==> src/rtl/hl2_cw_pkg.sv <==
// Shared encodings for the CW keyer: mode values, FSM states and element timer sizing.
package hl2_cw_pkg;
    localparam logic [1:0] MODE_STRAIGHT     = 2'b00;
    localparam logic [1:0] MODE_IAMBIC_A     = 2'b01;
    localparam logic [1:0] MODE_IAMBIC_B     = 2'b10;
    localparam logic [1:0] MODE_STRAIGHT_ALT = 2'b11;

    localparam int DASH_RATIO = 3;
    localparam int TIMER_W    = 13;

    typedef enum logic [1:0] {
        ST_IDLE = 2'd0,
        ST_DOT  = 2'd1,
        ST_DASH = 2'd2,
        ST_GAP  = 2'd3
    } keyer_state_t;

    function automatic logic is_iambic(input logic [1:0] mode);
        return !((mode == MODE_STRAIGHT) || (mode == MODE_STRAIGHT_ALT));
    endfunction
endpackage

==> src/rtl/cw_debounce.sv <==
// One paddle contact: 2-FF synchroniser, plus a tick-based stability filter when
// CW_KEYER_DEBOUNCE_EN is defined. Output stays active low, released = 1.
module cw_debounce
    import hl2_cw_pkg::*;
#(
    parameter int DEBOUNCE_TICKS = 50
) (
    input  logic clk,
    input  logic rst,
    input  logic tick,
    input  logic raw_n,
    output logic level_n
);
    logic [1:0] sync;

    always_ff @(posedge clk or posedge rst) begin
        if (rst) sync <= 2'b11;
        else     sync <= {sync[0], raw_n};
    end

`ifdef CW_KEYER_DEBOUNCE_EN
    localparam int CNT_W = $clog2(DEBOUNCE_TICKS + 1);
    logic [CNT_W-1:0] cnt;

    // Any return to the current level before the count completes restarts the count.
    always_ff @(posedge clk or posedge rst) begin
        if (rst) begin
            cnt     <= '0;
            level_n <= 1'b1;
        end else if (sync[1] == level_n) begin
            cnt <= '0;
        end else if (tick) begin
            if (cnt >= CNT_W'(DEBOUNCE_TICKS - 1)) begin
                level_n <= sync[1];
                cnt     <= '0;
            end else begin
                cnt <= cnt + CNT_W'(1);
            end
        end
    end
`else
    logic unused_cfg;
    assign unused_cfg = tick & (DEBOUNCE_TICKS > 0);
    assign level_n    = sync[1];
`endif
endmodule

==> src/rtl/cw_iambic_keyer.sv <==
// Straight / iambic A / iambic B CW keyer; debounce filter enabled by CW_KEYER_DEBOUNCE_EN.
// state   | meaning
// IDLE    | no element timed (straight mode lives here)
// DOT     | keydown, timing N ticks
// DASH    | keydown, timing 3N ticks
// GAP     | key up, timing N ticks after an element
module cw_iambic_keyer
    import hl2_cw_pkg::*;
#(
    parameter int TICK_DIV       = 7680,
    parameter int DEBOUNCE_TICKS = 50
) (
    input  logic        clk,
    input  logic        rst,
    input  logic        key_dot_n,
    input  logic        key_dash_n,
    input  logic        cfg_enable,
    input  logic [1:0]  cfg_mode,
    input  logic        cfg_reverse,
    input  logic [10:0] cfg_dot_ticks,
    output logic        keydown,
    output logic        keyer_busy
);
    localparam int PRESC_W = (TICK_DIV > 1) ? $clog2(TICK_DIV) : 1;
    localparam logic [PRESC_W-1:0] PRESC_LAST = PRESC_W'(TICK_DIV - 1);

    keyer_state_t       state, state_nxt;
    logic [PRESC_W-1:0] presc;
    logic               tick, presc_clr;
    logic [TIMER_W-1:0] timer, load_val, n_cur, n_q;
    logic               load_en, expire, start_dot, start_dash;
    logic               dot_mem, dash_mem, dot_mem_nxt, dash_mem_nxt;
    logic               last_dash;
    logic [1:0]         mode_q;
    logic               dot_raw_n, dash_raw_n, dot_db, dash_db;
    logic               straight_active, keydown_nxt;

    cw_debounce #(.DEBOUNCE_TICKS(DEBOUNCE_TICKS)) u_db_dot (
        .clk(clk), .rst(rst), .tick(tick), .raw_n(key_dot_n), .level_n(dot_raw_n)
    );
    cw_debounce #(.DEBOUNCE_TICKS(DEBOUNCE_TICKS)) u_db_dash (
        .clk(clk), .rst(rst), .tick(tick), .raw_n(key_dash_n), .level_n(dash_raw_n)
    );

    assign dot_db  = cfg_reverse ? ~dash_raw_n : ~dot_raw_n;
    assign dash_db = cfg_reverse ? ~dot_raw_n  : ~dash_raw_n;

    assign tick            = (presc == PRESC_LAST);
    assign n_cur           = (cfg_dot_ticks == 11'd0) ? TIMER_W'(1) : TIMER_W'(cfg_dot_ticks);
    assign expire          = tick && (timer <= TIMER_W'(1));
    assign straight_active = (state == ST_IDLE) && !is_iambic(cfg_mode);
    assign keyer_busy      = straight_active ? keydown : (state != ST_IDLE);

    always_comb begin
        state_nxt    = state;
        load_en      = 1'b0;
        load_val     = n_q;
        start_dot    = 1'b0;
        start_dash   = 1'b0;
        dot_mem_nxt  = dot_mem;
        dash_mem_nxt = dash_mem;
        presc_clr    = 1'b0;

        case (state)
            ST_IDLE: begin
                dot_mem_nxt  = 1'b0;
                dash_mem_nxt = 1'b0;
                if (is_iambic(cfg_mode)) begin
                    start_dot  = dot_db;
                    start_dash = !dot_db && dash_db;
                end
            end
            ST_DOT, ST_DASH: begin
                if (expire) begin
                    state_nxt = ST_GAP;
                    load_en   = 1'b1;
                    load_val  = n_q;
                end
            end
            ST_GAP: begin
                if (expire) begin
                    if (!is_iambic(cfg_mode))       state_nxt  = ST_IDLE;
                    else if (!last_dash) begin
                        if (dash_db || dash_mem)    start_dash = 1'b1;
                        else if (dot_db)            start_dot  = 1'b1;
                        else                        state_nxt  = ST_IDLE;
                    end else begin
                        if (dot_db || dot_mem)      start_dot  = 1'b1;
                        else if (dash_db)           start_dash = 1'b1;
                        else                        state_nxt  = ST_IDLE;
                    end
                end
            end
            default: state_nxt = ST_IDLE;
        endcase

        // Squeeze memory: set before the start logic so a starting element clears its own flag.
        if (mode_q == MODE_IAMBIC_B) begin
            if ((state == ST_DOT || (state == ST_GAP && !last_dash)) && dash_db) dash_mem_nxt = 1'b1;
            if ((state == ST_DASH || (state == ST_GAP && last_dash)) && dot_db)  dot_mem_nxt  = 1'b1;
        end

        if (!cfg_enable) begin
            start_dot    = 1'b0;
            start_dash   = 1'b0;
            state_nxt    = ST_IDLE;
            load_en      = 1'b0;
            dot_mem_nxt  = 1'b0;
            dash_mem_nxt = 1'b0;
        end

        if (start_dot) begin
            state_nxt   = ST_DOT;
            load_en     = 1'b1;
            load_val    = n_cur;
            dot_mem_nxt = 1'b0;
        end else if (start_dash) begin
            state_nxt    = ST_DASH;
            load_en      = 1'b1;
            load_val     = TIMER_W'(DASH_RATIO) * n_cur;
            dash_mem_nxt = 1'b0;
        end

        presc_clr   = (state == ST_IDLE) && (start_dot || start_dash);
        keydown_nxt = cfg_enable &&
                      (straight_active ? dot_db : (state_nxt == ST_DOT || state_nxt == ST_DASH));
    end

    always_ff @(posedge clk or posedge rst) begin
        if (rst) begin
            state     <= ST_IDLE;
            presc     <= '0;
            timer     <= '0;
            n_q       <= TIMER_W'(1);
            mode_q    <= MODE_STRAIGHT;
            last_dash <= 1'b0;
            dot_mem   <= 1'b0;
            dash_mem  <= 1'b0;
            keydown   <= 1'b0;
        end else begin
            state    <= state_nxt;
            dot_mem  <= dot_mem_nxt;
            dash_mem <= dash_mem_nxt;
            keydown  <= keydown_nxt;
            presc    <= (presc_clr || tick) ? '0 : presc + PRESC_W'(1);
            if (load_en)                    timer <= load_val;
            else if (tick && timer != '0)   timer <= timer - TIMER_W'(1);
            if (start_dot || start_dash) begin
                n_q       <= n_cur;
                mode_q    <= cfg_mode;
                last_dash <= start_dash;
            end
        end
    end
endmodule

==> config.mk <==
export PLATFORM = sky130hd
export DESIGN_NAME = cw_iambic_keyer
export DESIGN_NICKNAME = d
export VERILOG_FILES = /design/src/rtl/hl2_cw_pkg.sv /design/src/rtl/cw_debounce.sv /design/src/rtl/cw_iambic_keyer.sv
export SDC_FILE = /design/constraint.sdc
export NUM_CORES = 1
export LEC_CHECK = 0
export CAP_MARGIN = 20
export CORE_MARGIN = 5
export CORE_UTILIZATION = 60
export CTS_BUF_LIST = sky130_fd_sc_hd__clkbuf_4 sky130_fd_sc_hd__clkbuf_8 sky130_fd_sc_hd__clkbuf_16
export DETAILED_ROUTE_END_ITERATION = 10
export PLACE_DENSITY = 0.8
export SYNTH_ARGS = -nofsm -noshare
export SYNTH_HDL_FRONTEND = slang
export SYNTH_SLANG_ARGS = --single-unit
==> constraint.sdc <==
create_clock -name clk -period 3.36 [get_ports clk]
set_clock_uncertainty 0.05 [all_clocks]
set_input_delay 0.672 -clock clk [delete_from_list [all_inputs] [get_ports clk]]
set_output_delay 0.672 -clock clk [all_outputs]
set_load 0.005 [all_outputs]
==> flow_summary.yaml <==
routing:
  postRouteAntennaNets: 0
  via_per_inst: 6.24
  vias: 3138
  finalWirelength_um: 9490
  drt-wirelength-per-cell_um: 18.9
  drtPass1Iterations: 5
  drt_iter0_drc: 263
  drc: 0
power:
  p_sw_mw: 0.827
  switching_share: 0.381
  leakage_nw: 1.94
  power.density_nw_per_um2: 500
  seq_power_share: 0.442
  intPower_mw: 1.35
  combPwrFrac: 0.384
  pwr-share-clk: 0.174
  vdd_drop_max_uv: 353
global_routing:
  antenna_found_initial: 0
  grt_pass1_wl_um: 14800
  track_usage: 0.250
  grt_overflow: 0
  grt_max_degree: 25
  grt_pass1_vias: 3099
yosys:
  synth_most_common_cell: "dfrtp_1"
  synth_xor_area_frac: 0.0711
  ys.flop_type: "dfrtp_1"
  synth_simple_gate_area_frac: 0.197
  synth-edff-count: 0
  synth_area_um2: 3450
  synth_compound_area_frac: 0.159
  syn_inst: 364
  ys_types: 69
  synth_fp_nets: 404
  synth_async_sr_flop_share: 1.00
  synth_top_family_by_area: "simple AND/OR/NAND/NOR gates"
  yosysWarnings: 0
  synth_top_area_frac: 0.319
  synth_area_per_cell_um2: 9.48
  synth_mux_area_frac: 0.0900
  synth_common_cells: "dfrtp_1 (44), nor2_1 (35), nand2_1 (30)"
  ys_seq_elements: 49
  synth_largest_area_cell: "dfrtp_1"
  synth_area_leaders: "dfrtp_1 (32%), ha_1 (7.3%), mux2_2 (4.2%)"
  yosys.area_share.adder: 0.0783
  yosysSeqAreaShare: 0.357
setup_path:
  cp_max_fo: 4
  critPathTopFamily: "simple AND/OR/NAND/NOR gates"
  path_buf_inv: 3
  slowest_stage: "clkdlybuf4s50_1"
  crit_type: "in2reg"
  required_ns: 3.51
  slowest_delay_ns: 0.43
  cp_cell_sequence: "clkdlybuf4s50_1 > and4b_4 > nand3_2 > nand2_4 > inv_1 > ha_1 > nand3_2 > a2111oi_4 > buf_4 > nor3_2 > xnor2_1 > mux2i_1 > a21oi_1 > mux2_2"
  arrival_ns: 3.54
  end_kind: "register"
  worstSetupStartpointType: "input pin"
  cpMostUsedCell: "nand3_2"
timing:
  post-route-worst-setup-slack_ns: -0.0297
  period_share: 1.01
  final-setup-viol-count: 1
  fmax_mhz: 295
  timing.setup.tns_ns: -0.0297
  hold_viol_final: 0
  worstMarginPinSlew_ns: 0.539
  rsz0062_at_grt: "true"
  finalCriticalPeriod_ns: 3.39
  maxSlewViolCount: 0
  maxSlewHeadroom: 0.638
cts:
  clkTransAtPathRegs_ns: 0.09
  clk_latency_ns: 0.32
  cts_tree: "yes"
  htree_levels: 2
  root_buffer: "clkbuf_8"
  clock-sinks: 49
  numCtsBuffers: 5
  cts_max_path_buffers: 2
die:
  start_util: 0.623
  dieWidth_um: 85.8
  die_h_um: 85.8
  ios: 21
  die_area_um2: 7370
  core.rowCount: 27
  fp.coreArea_um2: 5540
status:
  failed_checks: "setup timing"
  outcome: "finished with violations"
job:
  maxCapViolations: 0
finish:
  final_nets: 470
  drive_gt1_frac: 0.288
  fin_area_um2: 4340
  syn2layout_area_growth_pct: 25.9
  num_antenna_cells: 0
  final_util: 0.784
placement:
  dpl.hpwl_um: 6010
  port_buffers: 20
  gpl.final_weighted_congestion: 0.849
  postPlaceCellArea_um2: 3970
min_path:
  worstHoldPathType: "reg2reg"
## cell families after synthesis
family / after synthesis
flip-flops: 49
adder cells (fa/ha/maj): 21
AND/OR/NAND/NOR: 128
multiplexers: 29
XOR/XNOR: 28
AO/OA/AOI/OAI: 75
buffers and inverters: 34
## routing by layer
layer | part of all wire | wire length (um) | GRT usage
met1 | 0.39 | 3750 | 0.311
met5 | 0 | 0 | 0
met2 | 0.50 | 4770 | 0.434
met3 | 0.066 | 627 | 0.0423
met4 | 0.036 | 340 | 0.0978
## stage by stage
stage                     hold WS, ns  setup slack [ns]  instances  total power [mW]
after floorplan                 0.295          0.000945        364              1.49
after global placement          0.298            -0.512        485              1.67
after detailed placement        0.300            -0.581        485              1.71
after CTS                       0.313            0.0240        499              2.11
after global routing            0.318            -0.126        503              2.31
final                           0.312           -0.0297        503              2.17
## cell type report
cell class | instances | area (um^2)
inverter | 21 | 78.8
clock buffer | 6 | 76.3
timing repair buffer | 72 | 587
fill | 360 | 1200
tap | 72 | 90.1
sequential | 49 | 1230
multi-input combinational | 281 | 2260
clock inverter | 2 | 13.8
## sequential cells by signal, summed over array words and instances (netlist names)
name and cells:
dot_mem 1, dash_mem 1, keydown 1, presc 13, n_q 11, mode_q 2
timer 13, last_dash 1, u_db_dash.sync 2, u_db_dot.sync 2, state 2
## layout by cell type, fill, tap and decap left out, drive strengths merged, types with 7 or more instances in the layout
| cell | synthesis | final |
|---|---|---|
| xnor2 | 15 | 15 |
| o21ai | 10 | 10 |
| nor3 | 9 | 9 |
| buf | 8 | 52 |
| dfrtp | 44 | 44 |
| a31oi | 7 | 7 |
| nor2 | 35 | 35 |
| ha | 20 | 20 |
| xor2 | 13 | 13 |
| clkdlybuf4s50 | 0 | 14 |
| a21oi | 19 | 19 |
| mux2i | 13 | 13 |
| nand2 | 30 | 30 |
| inv | 21 | 22 |
| nand3 | 11 | 11 |
| mux2 | 16 | 16 |
## power groups by stage
stage | clock network (mW) | registers [mW] | logic [mW]
CTS | 0.376 | 0.950 | 0.784
global placement | 0 | 0.947 | 0.722
floorplan | 0 | 0.908 | 0.577
global route | 0.406 | 0.988 | 0.919
detailed placement | 0 | 0.957 | 0.751
finish | 0.377 | 0.960 | 0.835
## repair_timing
item | 4_1_cts | 5_1_grt
setup endpoints to repair | 5 | 8
buffers inserted | 6 | 4
resized for setup | 41 | 7
hold buffers | 0 | 0
pin swaps | 21 | 2
## worst paths after layout
kind | startpoint | end | slack (ns) | depth (start not counted)
max in group asynchronous | rst | n_q[0]$_DFFE_PP1P_ | 2.08 | 3
worst max register to register | timer[4]$_DFFE_PP0P_ | n_q[2]$_DFFE_PP0P_ | 0.32 | 8
worst min register to register | u_db_dot.sync[0]$_DFF_PP1_ | u_db_dot.sync[1]$_DFF_PP1_ | 0.31 | 0
worst max-delay path | cfg_dot_ticks[0] | timer[8]$_DFFE_PP0P_ | -0.03 | 14
min in group asynchronous | rst | presc[10]$_DFF_PP0_ | 0.54 | 2
worst min-delay path | u_db_dot.sync[0]$_DFF_PP1_ | u_db_dot.sync[1]$_DFF_PP1_ | 0.31 | 0
(Power assumes the default switching activity.)
